<file path="config.mk">
export PLATFORM = sky130hd
export DESIGN_NAME = spi7001_tx
export DESIGN_NICKNAME = d
export VERILOG_FILES = /design/src/rtl/spi7001_tx.sv
export SDC_FILE = /design/constraint.sdc
export NUM_CORES = 1
export LEC_CHECK = 0
export ABC_AREA = 1
export BUFFER_PORTS_ARGS = -buffer_cell sky130_fd_sc_hd__buf_2
export CORE_MARGIN = 2
export CORE_UTILIZATION = 30
export CTS_CLUSTER_SIZE = 10
export DETAILED_ROUTE_END_ITERATION = 16
export GPL_ROUTABILITY_DRIVEN = 0
export GPL_TIMING_DRIVEN = 0
export PLACE_DENSITY_LB_ADDON = 0.12
export SETUP_SLACK_MARGIN = 0.4
export SLEW_MARGIN = 0
export SYNTH_ARGS = -nofsm -noshare
export SYNTH_HDL_FRONTEND = slang
export SYNTH_SLANG_ARGS = --single-unit
</file>
<file path="constraint.sdc">
create_clock -name clk -period 2.4 [get_ports clk]
set_input_delay 0.12 -clock clk [delete_from_list [all_inputs] [get_ports clk]]
set_output_delay 0.12 -clock clk [all_outputs]
set_load 0.05 [all_outputs]
</file>
<file path="src/rtl/spi7001_tx.sv">
// SPI7001 MiniLED driver-chain serial transmitter: valid/ready word input, mode-0 SPI out.
// Optional latch-enable pulse after each frame is built when SPI7001_TX_LE_EN is defined.
module spi7001_tx #(
  parameter int DATA_W  = 16,
  parameter int CLK_DIV = 25
) (
  input  logic              clk,
  input  logic              rst_n,
  input  logic [DATA_W-1:0] tx_data,
  input  logic              tx_last,
  input  logic              tx_valid,
  output logic              tx_ready,
  output logic              spi_sclk,
  output logic              spi_mosi,
  output logic              spi_cs_n,
  output logic              spi_le,
  output logic              busy,
  output logic              done
);

  localparam int DIV_W = $clog2(CLK_DIV) + 1;
  localparam int BIT_W = $clog2(DATA_W);
  localparam logic [DIV_W-1:0] DIV_TC = DIV_W'(CLK_DIV - 1);
`ifdef SPI7001_TX_LE_EN
  // The divider is wide enough to span the full 2*CLK_DIV latch pulse.
  localparam logic [DIV_W-1:0] LE_TC = DIV_W'(2 * CLK_DIV - 1);
`endif

  typedef enum logic [2:0] {
    ST_IDLE,
    ST_SHIFT,
    ST_GAP,
    ST_HOLD
`ifdef SPI7001_TX_LE_EN
    , ST_LATCH
`endif
  } state_t;

  state_t              state_q, state_d;
  logic [DIV_W-1:0]    div_q;
  logic [BIT_W-1:0]    bit_q;
  logic [DATA_W-2:0]   shreg_q;   // bits still to send; the MSB goes straight to mosi
  logic                last_q;
  logic                fin_q;
  logic                le_q;
  logic                accept;
  logic                div_tc;

  assign tx_ready = (state_q == ST_IDLE) || (state_q == ST_GAP);
  assign busy     = (state_q != ST_IDLE);
  assign accept   = tx_valid && tx_ready;
  assign div_tc   = (div_q == DIV_TC);

`ifdef SPI7001_TX_LE_EN
  assign spi_le = le_q;
`else
  assign spi_le = 1'b0;
`endif

  always_ff @(posedge clk or negedge rst_n) begin
    if (!rst_n) state_q <= ST_IDLE;
    else        state_q <= state_d;
  end

  // NOTE: state_d gets a default before the case so every path assigns it and no latch is inferred.
  always_comb begin
    state_d = state_q;
    case (state_q)
      ST_IDLE, ST_GAP: if (accept) state_d = ST_SHIFT;
      // Falling toggle of the last bit ends the word.
      ST_SHIFT: if (div_tc && spi_sclk && bit_q == '0) state_d = last_q ? ST_HOLD : ST_GAP;
`ifdef SPI7001_TX_LE_EN
      ST_HOLD:  if (div_tc) state_d = ST_LATCH;
      ST_LATCH: if (div_q == LE_TC) state_d = ST_IDLE;
`else
      ST_HOLD:  if (div_tc) state_d = ST_IDLE;
`endif
      default:  state_d = ST_IDLE;
    endcase
  end

  // NOTE: registers use non-blocking assignments so each one updates from pre-edge values.
  always_ff @(posedge clk or negedge rst_n) begin
    if (!rst_n) begin
      div_q    <= '0;
      bit_q    <= '0;
      shreg_q  <= '0;
      last_q   <= 1'b0;
      fin_q    <= 1'b0;
      le_q     <= 1'b0;
      done     <= 1'b0;
      spi_sclk <= 1'b0;
      spi_mosi <= 1'b0;
      spi_cs_n <= 1'b1;
    end else begin
      // done trails the return to IDLE by one cycle, i.e. after cs_n / spi_le settle.
      fin_q <= (state_q != ST_IDLE) && (state_d == ST_IDLE);
      done  <= fin_q;
      if (accept) begin
        shreg_q  <= tx_data[DATA_W-2:0];
        last_q   <= tx_last;
        spi_mosi <= tx_data[DATA_W-1];
        spi_cs_n <= 1'b0;
        spi_sclk <= 1'b0;
        bit_q    <= BIT_W'(DATA_W - 1);
        div_q    <= '0;
      end else begin
        case (state_q)
          ST_SHIFT: begin
            if (div_tc) begin
              div_q    <= '0;
              spi_sclk <= ~spi_sclk;
              if (spi_sclk && bit_q != '0) begin
                spi_mosi <= shreg_q[DATA_W-2];
                shreg_q  <= shreg_q << 1;
                bit_q    <= bit_q - BIT_W'(1);
              end
            end else begin
              div_q <= div_q + DIV_W'(1);
            end
          end
          ST_HOLD: begin
            if (div_tc) begin
              div_q    <= '0;
              spi_cs_n <= 1'b1;
`ifdef SPI7001_TX_LE_EN
              le_q     <= 1'b1;
`endif
            end else begin
              div_q <= div_q + DIV_W'(1);
            end
          end
`ifdef SPI7001_TX_LE_EN
          ST_LATCH: begin
            if (div_q == LE_TC) begin
              div_q <= '0;
              le_q  <= 1'b0;
            end else begin
              div_q <= div_q + DIV_W'(1);
            end
          end
`endif
          default: ;
        endcase
      end
    end
  end

endmodule
</file>
Yosys cells after proc, flatten, opt, wreduce, memory -nomap -nowiden
Cells that the tools add are included.
{ "word_totals": {"word_cells": 64, "reg_bits": 34, "out_inout_bits": 7, "inputBits": 20} }
{ "classes": {"add_sub_neg": 2, "bitwise": 1, "muxes": 26, "eq_ne": 4, "reduce_logical": 21} }
{ "ops": {"columns": ["cell", "count"], "rows": [
  ["$mux W15", 4],
  ["$mux W6", 3],
  ["$mux W4", 4],
  ["$mux W1", 11],
  ["$reduce_bool A2 Y1", 5],
  ["$mux W3", 3],
  ["$pmux W3 S3", 1],
  ["$add A6 B1 Y6 const B", 1],
  ["$eq A3 B2 Y1 const B", 2],
  ["$eq A6 B5 Y1 const B", 1],
  ["$logic_not A3 Y1", 2],
  ["$logic_and A1 B1 Y1", 5],
  ["$logic_not A4 Y1", 1],
  ["$reduce_and A2 Y1", 2],
  ["$reduce_bool A4 Y1", 1],
  ["$reduce_or A2 Y1", 2],
  ["$sub A4 B1 Y4 const B", 1],
  ["$eq A3 B1 Y1 const B", 1],
  ["$reduce_and A3 Y1", 1],
  ["$reduce_bool A3 Y1", 1],
  ["$logic_or A1 B1 Y1", 1],
  ["$not A1 Y1", 1]
]} }

Logic depth before layout (Yosys ltp)
{ "logic_depth": {"word_depth": 7, "depth_mapped": 10, "depth_no_buf": 9} }

Least setup slack after synthesis
OpenSTA, ideal clock, no wires.
{ "synth_timing": {"kind": "reg2reg", "start": "reg state_q[0]", "end": "reg fin_q", "synth_period_minus_slack_ns": 1.520, "t_arrival_ns": 1.401, "path_stages_with_launch": 5, "t_required_ns": 2.281, "slack_ns": 0.880, "n_path_buf": 0, "setup_time_ns": 0.119, "cell_sequence": "dfrtp_1 -> nor2_4 -> nand2_1 -> nand3_1 -> nor2_1"} }
{ "synth_between": {"elab_chain_len": 7, "word_cells_on_any_way": 14, "cone_classes": "eq/ne: 3; mux: 4; reduce/logical: 7"} }
{ "synth_lines": {"columns": ["element", "line", "text"], "rows": [
  ["from (decl)", "39", "state_t state_q, state_d;"],
  ["from (signal assigned)", "62", "else state_q <= state_d;"],
  ["$eq A3 B2 Y1 / $logic_not A3 Y1 (equally long branches)", "49", "assign tx_ready = (state_q == ST_IDLE) || (state_q == ST_GAP);"],
  ["$logic_or A1 B1 Y1 *", "49", null],
  ["via tx_ready", "12", "output logic tx_ready,"],
  ["$logic_and A1 B1 Y1 *", "51", "assign accept = tx_valid && tx_ready;"],
  ["$mux W3 *", "69", "ST_IDLE, ST_GAP: if (accept) state_d = ST_SHIFT;"],
  ["$pmux W3 S3 *", "68", "case (state_q)"],
  ["$logic_not A3 Y1 *", "97", "fin_q <= (state_q != ST_IDLE) && (state_d == ST_IDLE);"],
  ["$logic_and A1 B1 Y1 *", "97", null],
  ["to (signal assigned)", "97", null],
  ["to (decl)", "44", "logic fin_q;"]
]} }
Mark *: on every way through the listed nets, which the timed path passes. The rest lies on a longest branch.
A chain may end at the register's enable or synchronous reset.

Worst setup path after layout
{ "layout_timing": {"start": "reg div_q[0]", "end": "reg shreg_q[1]"} }
{ "layout_between": {"elab_chain_len": 3} }
{ "layout_lines": {"columns": ["element", "line", "text"], "rows": [
  ["from (decl)", "40", "logic [DIV_W-1:0] div_q;"],
  ["from (signal assigned)", "119", "div_q <= div_q + DIV_W'(1);"],
  ["from (signal assigned)", "130", "div_q <= div_q + DIV_W'(1);"],
  ["$eq A6 B5 Y1", "52", "assign div_tc = (div_q == DIV_TC);"],
  ["$reduce_bool A2 Y1 (no source line)", null, null],
  ["$reduce_and A3 Y1 (no source line)", null, null],
  ["to (signal assigned)", "100", "shreg_q <= tx_data[DATA_W-2:0];"],
  ["to (signal assigned)", "115", "shreg_q <= shreg_q << 1;"],
  ["to (decl)", "42", "logic [DATA_W-2:0] shreg_q;"]
]} }
No other way between the ends.

==> results.tsv <==
stage	metric	value	unit
outcome	run status	completed	
yosys	yosys synthesis warning count	0	
grt	vias in the first global route	1495	
floorplanning	number of top-level pins	27	
yosys	combinational family with the most area after synthesis	simple AND/OR/NAND/NOR gates	
cells_and_area	antenna fix cells	0	
yosys	proportion of register bits with asynchronous set or reset after synthesis	100.0	%
floorplanning	area enclosed by the die boundary	0.006743	sq mm
floorplanning	Cell Rows	28	
setup_path	biggest fanout along the worst timing path	10	
drt	total vias in the final route	1559	
yosys	adder-cell share of the synthesized area	2.734	%
clocking	Longest Clk Path Bufs	2	
timing	worst rel slew slack	47.58	%
grt	maximum number of pins on one net before global-route repair	35	
pwr	maximum ir drop on the vdd rail	366.1	uV
setup_path	setup slack of the worst register-to-register path	850	ps
timing	clock tree skew after final layout	9.057	ps
yosys	Post-synth EDFFs	0	
pwr	power density of the placed cells	719.2	mW/mm^2
yosys	predominant post-synthesis flop cell	sky130_fd_sc_hd__dfrtp_1	
clocking	total clock buffers created by CTS	5	
setup_path	worst path buffer plus inverter count	2	
timing	RSZ-0062 raised after global routing	no	
floorplanning	effective utilization at floorplan	30.92	%
yosys	share of the synthesized area in compound gates (AO/OA/AOI/OAI)	3.554	%
timing	number of hold-slack violations in the final timing report	0	
yosys	most numerous cell in the Yosys netlist	sky130_fd_sc_hd__nand2_1	
yosys	multiplexer share of the synthesized area	0	%
setup_path	worst path cell trace	inv_1, ha_1, nand3_2, nor2_4, nand3_4, buf_2, nand3_1, nand2_1	
grt	grt ovf	0	
clocking	clock transition time at the flip-flop clock pins of the worst setup and hold paths	70	ps
grt	initial antenna violation count	0	
yosys	Mapped Cells	244	
pwr	Total Power Consumption	1550	uW
drt	Starting DRT DRC Count	71	
cells_and_area	share of cells above drive strength 1	17.56	%
drt	remaining design rule violation count	0	
timing	worst-case setup margin in the final layout	846.1	ps
clocking	clock tree from TritonCTS	yes	
clocking	PostCTS Resize Cnt	0	
setup_path	element type at the critical path end	register	
cells_and_area	relative area change from synthesis to final layout	17.70	%
clocking	insertion delay of the later-clocked pin in the worst-skew pair	290	ps
place	placed wire-length estimate after detailed placement	2.768	mm
yosys	mean cell area of the mapped netlist	7.502	sq um
drt	TritonRoute pass-1 iters	4	
yosys	Synth Cell Area	0.001831	sq mm
grt	overall fraction of global-route tracks in use	13.49	%
yosys	xor and xnor area share after synthesis	0.4785	%
timing	achievable frequency	643.6	MHz
floorplanning	die height	82.12	um
pwr	total leakage power	0.001176	uW
timing	max-slew violation count	0	
yosys	fraction of post-synthesis cell area in the top cell type by area	45.11	%
yosys	register bit total from synthesis	34	
timing	minimum clock period after layout	1554	ps
timing	actual slew at the worst max-slew pin	786.2	ps
yosys	Seq/Total Area, Yosys	46.55	%
setup_path	endpoint arrival time on the critical path	1730	ps
timing	Setup-failing EPs final	0	
place	worst setup slack before clock tree synthesis	833.1	ps
clocking	Root Driver	sky130_fd_sc_hd__clkbuf_8	
yosys	most area-consuming cells after synthesis	sky130_fd_sc_hd__dfrtp_1, sky130_fd_sc_hd__nand2_1, sky130_fd_sc_hd__nand3_1	
yosys	number of distinct library cell variants in the gate-level netlist after synthesis	22	
drt	final routed wire length divided by cell count	11.14	um
setup_path	crit path max-delay cell type	sky130_fd_sc_hd__dfrtp_1	
clocking	Max H-tree Level	2	
clocking	TritonCTS Sinks	34	
timing	fraction of the cycle the final worst path needs	64.74	%
setup_path	type of the setup path with the least slack	reg2reg	
timing	total negative setup slack	0	ps
drt	post-detailed-routing wire length	3.943	mm
job	count of max-cap constraint violations	0	
floorplanning	width of the chip	82.12	um
yosys	Synth top cells by count	sky130_fd_sc_hd__nand2_1, sky130_fd_sc_hd__nand3_1, sky130_fd_sc_hd__dfrtp_1	
floorplanning	Std-Cell Core Area	0.005921	sq mm
setup_path	required time worst endpoint	2570	ps
setup_path	maximum cell stage delay along the critical path	390	ps
drt	via/cell ratio	4.404	
yosys	library cell occupying the most area in the post-synthesis netlist	sky130_fd_sc_hd__dfrtp_1	
setup_path	gate family responsible for the most delay along the worst path	simple AND/OR/NAND/NOR gates	
cells_and_area	Final #Nets	302	
drt	Detail Route Antenna Nets	0	
yosys	share of synthesized cell area in and, or, nand and nor gates	37.66	%
grt	first-pass GRT wire length	6.969	mm
place	Port Buffers	25	
hold_path	path type of the worst min-delay path	in2reg	
setup_path	critical path startpoint category	register	
[kinds of logic after synthesis]
group	Yosys count
AOI/OAI and AO/OA	13
xor gates and xnor gates	1
adders and majority gates	4
buffers and inverters	32
DFF	34
other	1
and+or+nand+nor	159
[cell usage in the layout (no fill, tap or decap), types with 2 or more instances in the layout]
| master | n |
|---|---|
| sky130_fd_sc_hd__nor2_1 | 14 |
| sky130_fd_sc_hd__nand2_1 | 102 |
| sky130_fd_sc_hd__conb_1 | 2 |
| sky130_fd_sc_hd__dfrtp_1 | 33 |
| sky130_fd_sc_hd__buf_6 | 3 |
| sky130_fd_sc_hd__o21ai_0 | 7 |
| sky130_fd_sc_hd__nand3_1 | 35 |
| sky130_fd_sc_hd__nor2_4 | 2 |
| sky130_fd_sc_hd__a21oi_1 | 5 |
| sky130_fd_sc_hd__buf_4 | 4 |
| sky130_fd_sc_hd__clkbuf_8 | 6 |
| sky130_fd_sc_hd__buf_2 | 28 |
| sky130_fd_sc_hd__ha_1 | 4 |
| sky130_fd_sc_hd__inv_1 | 22 |
[sequential cells by signal, summed over array words and instances (netlist names)]
register  cells
spi_mosi      1
last_q        1
spi_sclk      1
done          1
bit_q         4
fin_q         1
shreg_q      15
div_q         6
state_q       3
spi_cs_n      1
[final cells by class]
| class | instances | area [sq um] |
|---|---|---|
| Buffer | 10 | 78.83 |
| Clock inverter | 1 | 5.005 |
| Multi-Input combinational cell | 179 | 820.8 |
| Fill cell | 619 | 3766 |
| Timing Repair Buffer | 26 | 135.1 |
| Inverter | 22 | 82.58 |
| Clock buffer | 7 | 86.33 |
| Tap cell | 75 | 93.84 |
| Sequential cell | 34 | 852.1 |
[metrics by stage]
| stage | instance area (sq um) | hold slack, ps | utilization, % | std cells |
|---|---|---|---|---|
| after detailed placement | 2053 | 262.8 | 34.68 | 345 |
| after global routing | 2155 | 26.41 | 36.39 | 354 |
| final | 2155 | 39.05 | 36.39 | 354 |
| after global placement | 2053 | 272.2 | 34.68 | 345 |
| after floorplan | 1834 | -175.6 | - | 245 |
| after CTS | 2155 | 31.02 | 36.39 | 354 |
[power breakdown]
part | switching, uW | internal (uW) | total, uW
Clock | 206 | 231 | 438
Combinational | 223 | 140 | 363
Sequential | 65.3 | 684 | 749
Total | 494 | 1060 | 1550
[path summary, 6_finish.rpt]
kind                            cells past startpoint                     end                 start
worst max register to register                      8  shreg_q[1]$_DFFE_PN0P_  div_q[0]$_DFFE_PN0P_
max in group asynchronous                           2    spi_mosi$_DFFE_PN0P_                 rst_n
worst max-delay path                                8  shreg_q[1]$_DFFE_PN0P_  div_q[0]$_DFFE_PN0P_
worst min register to register                      0          done$_DFF_PN0_       fin_q$_DFF_PN0_
min in group asynchronous                           2    state_q[2]$_DFF_PN0_                 rst_n
worst min-delay path                                3  shreg_q[0]$_DFFE_PN0P_            tx_data[0]
[repair_timing]
action | CTS | global route
endpoints found under the hold margin | 33 | 0
hold buffers | 1 | 0
setup buffers | 0 | 0
[layer usage]
layer / routed length, um / global-route usage, % / up-vias
met4: 45 / 4.500 / 0
met5: 0 / 0 / -
met2: 1800 / 22.11 / 26
met1: 1978 / 17.57 / 702
met3: 119 / 3.043 / 5
li1: - / - / 826
[worst register-to-register path, cell delays in order (launching register included)]
cell	delay, ps
sky130_fd_sc_hd__dfrtp_1	390
sky130_fd_sc_hd__inv_1	90
sky130_fd_sc_hd__ha_1	200
sky130_fd_sc_hd__nand3_2	100
sky130_fd_sc_hd__nor2_4	200
sky130_fd_sc_hd__nand3_4	120
sky130_fd_sc_hd__buf_2	200
sky130_fd_sc_hd__nand3_1	90
sky130_fd_sc_hd__nand2_1	50
Note: power is estimated with default switching activity, not from simulation.
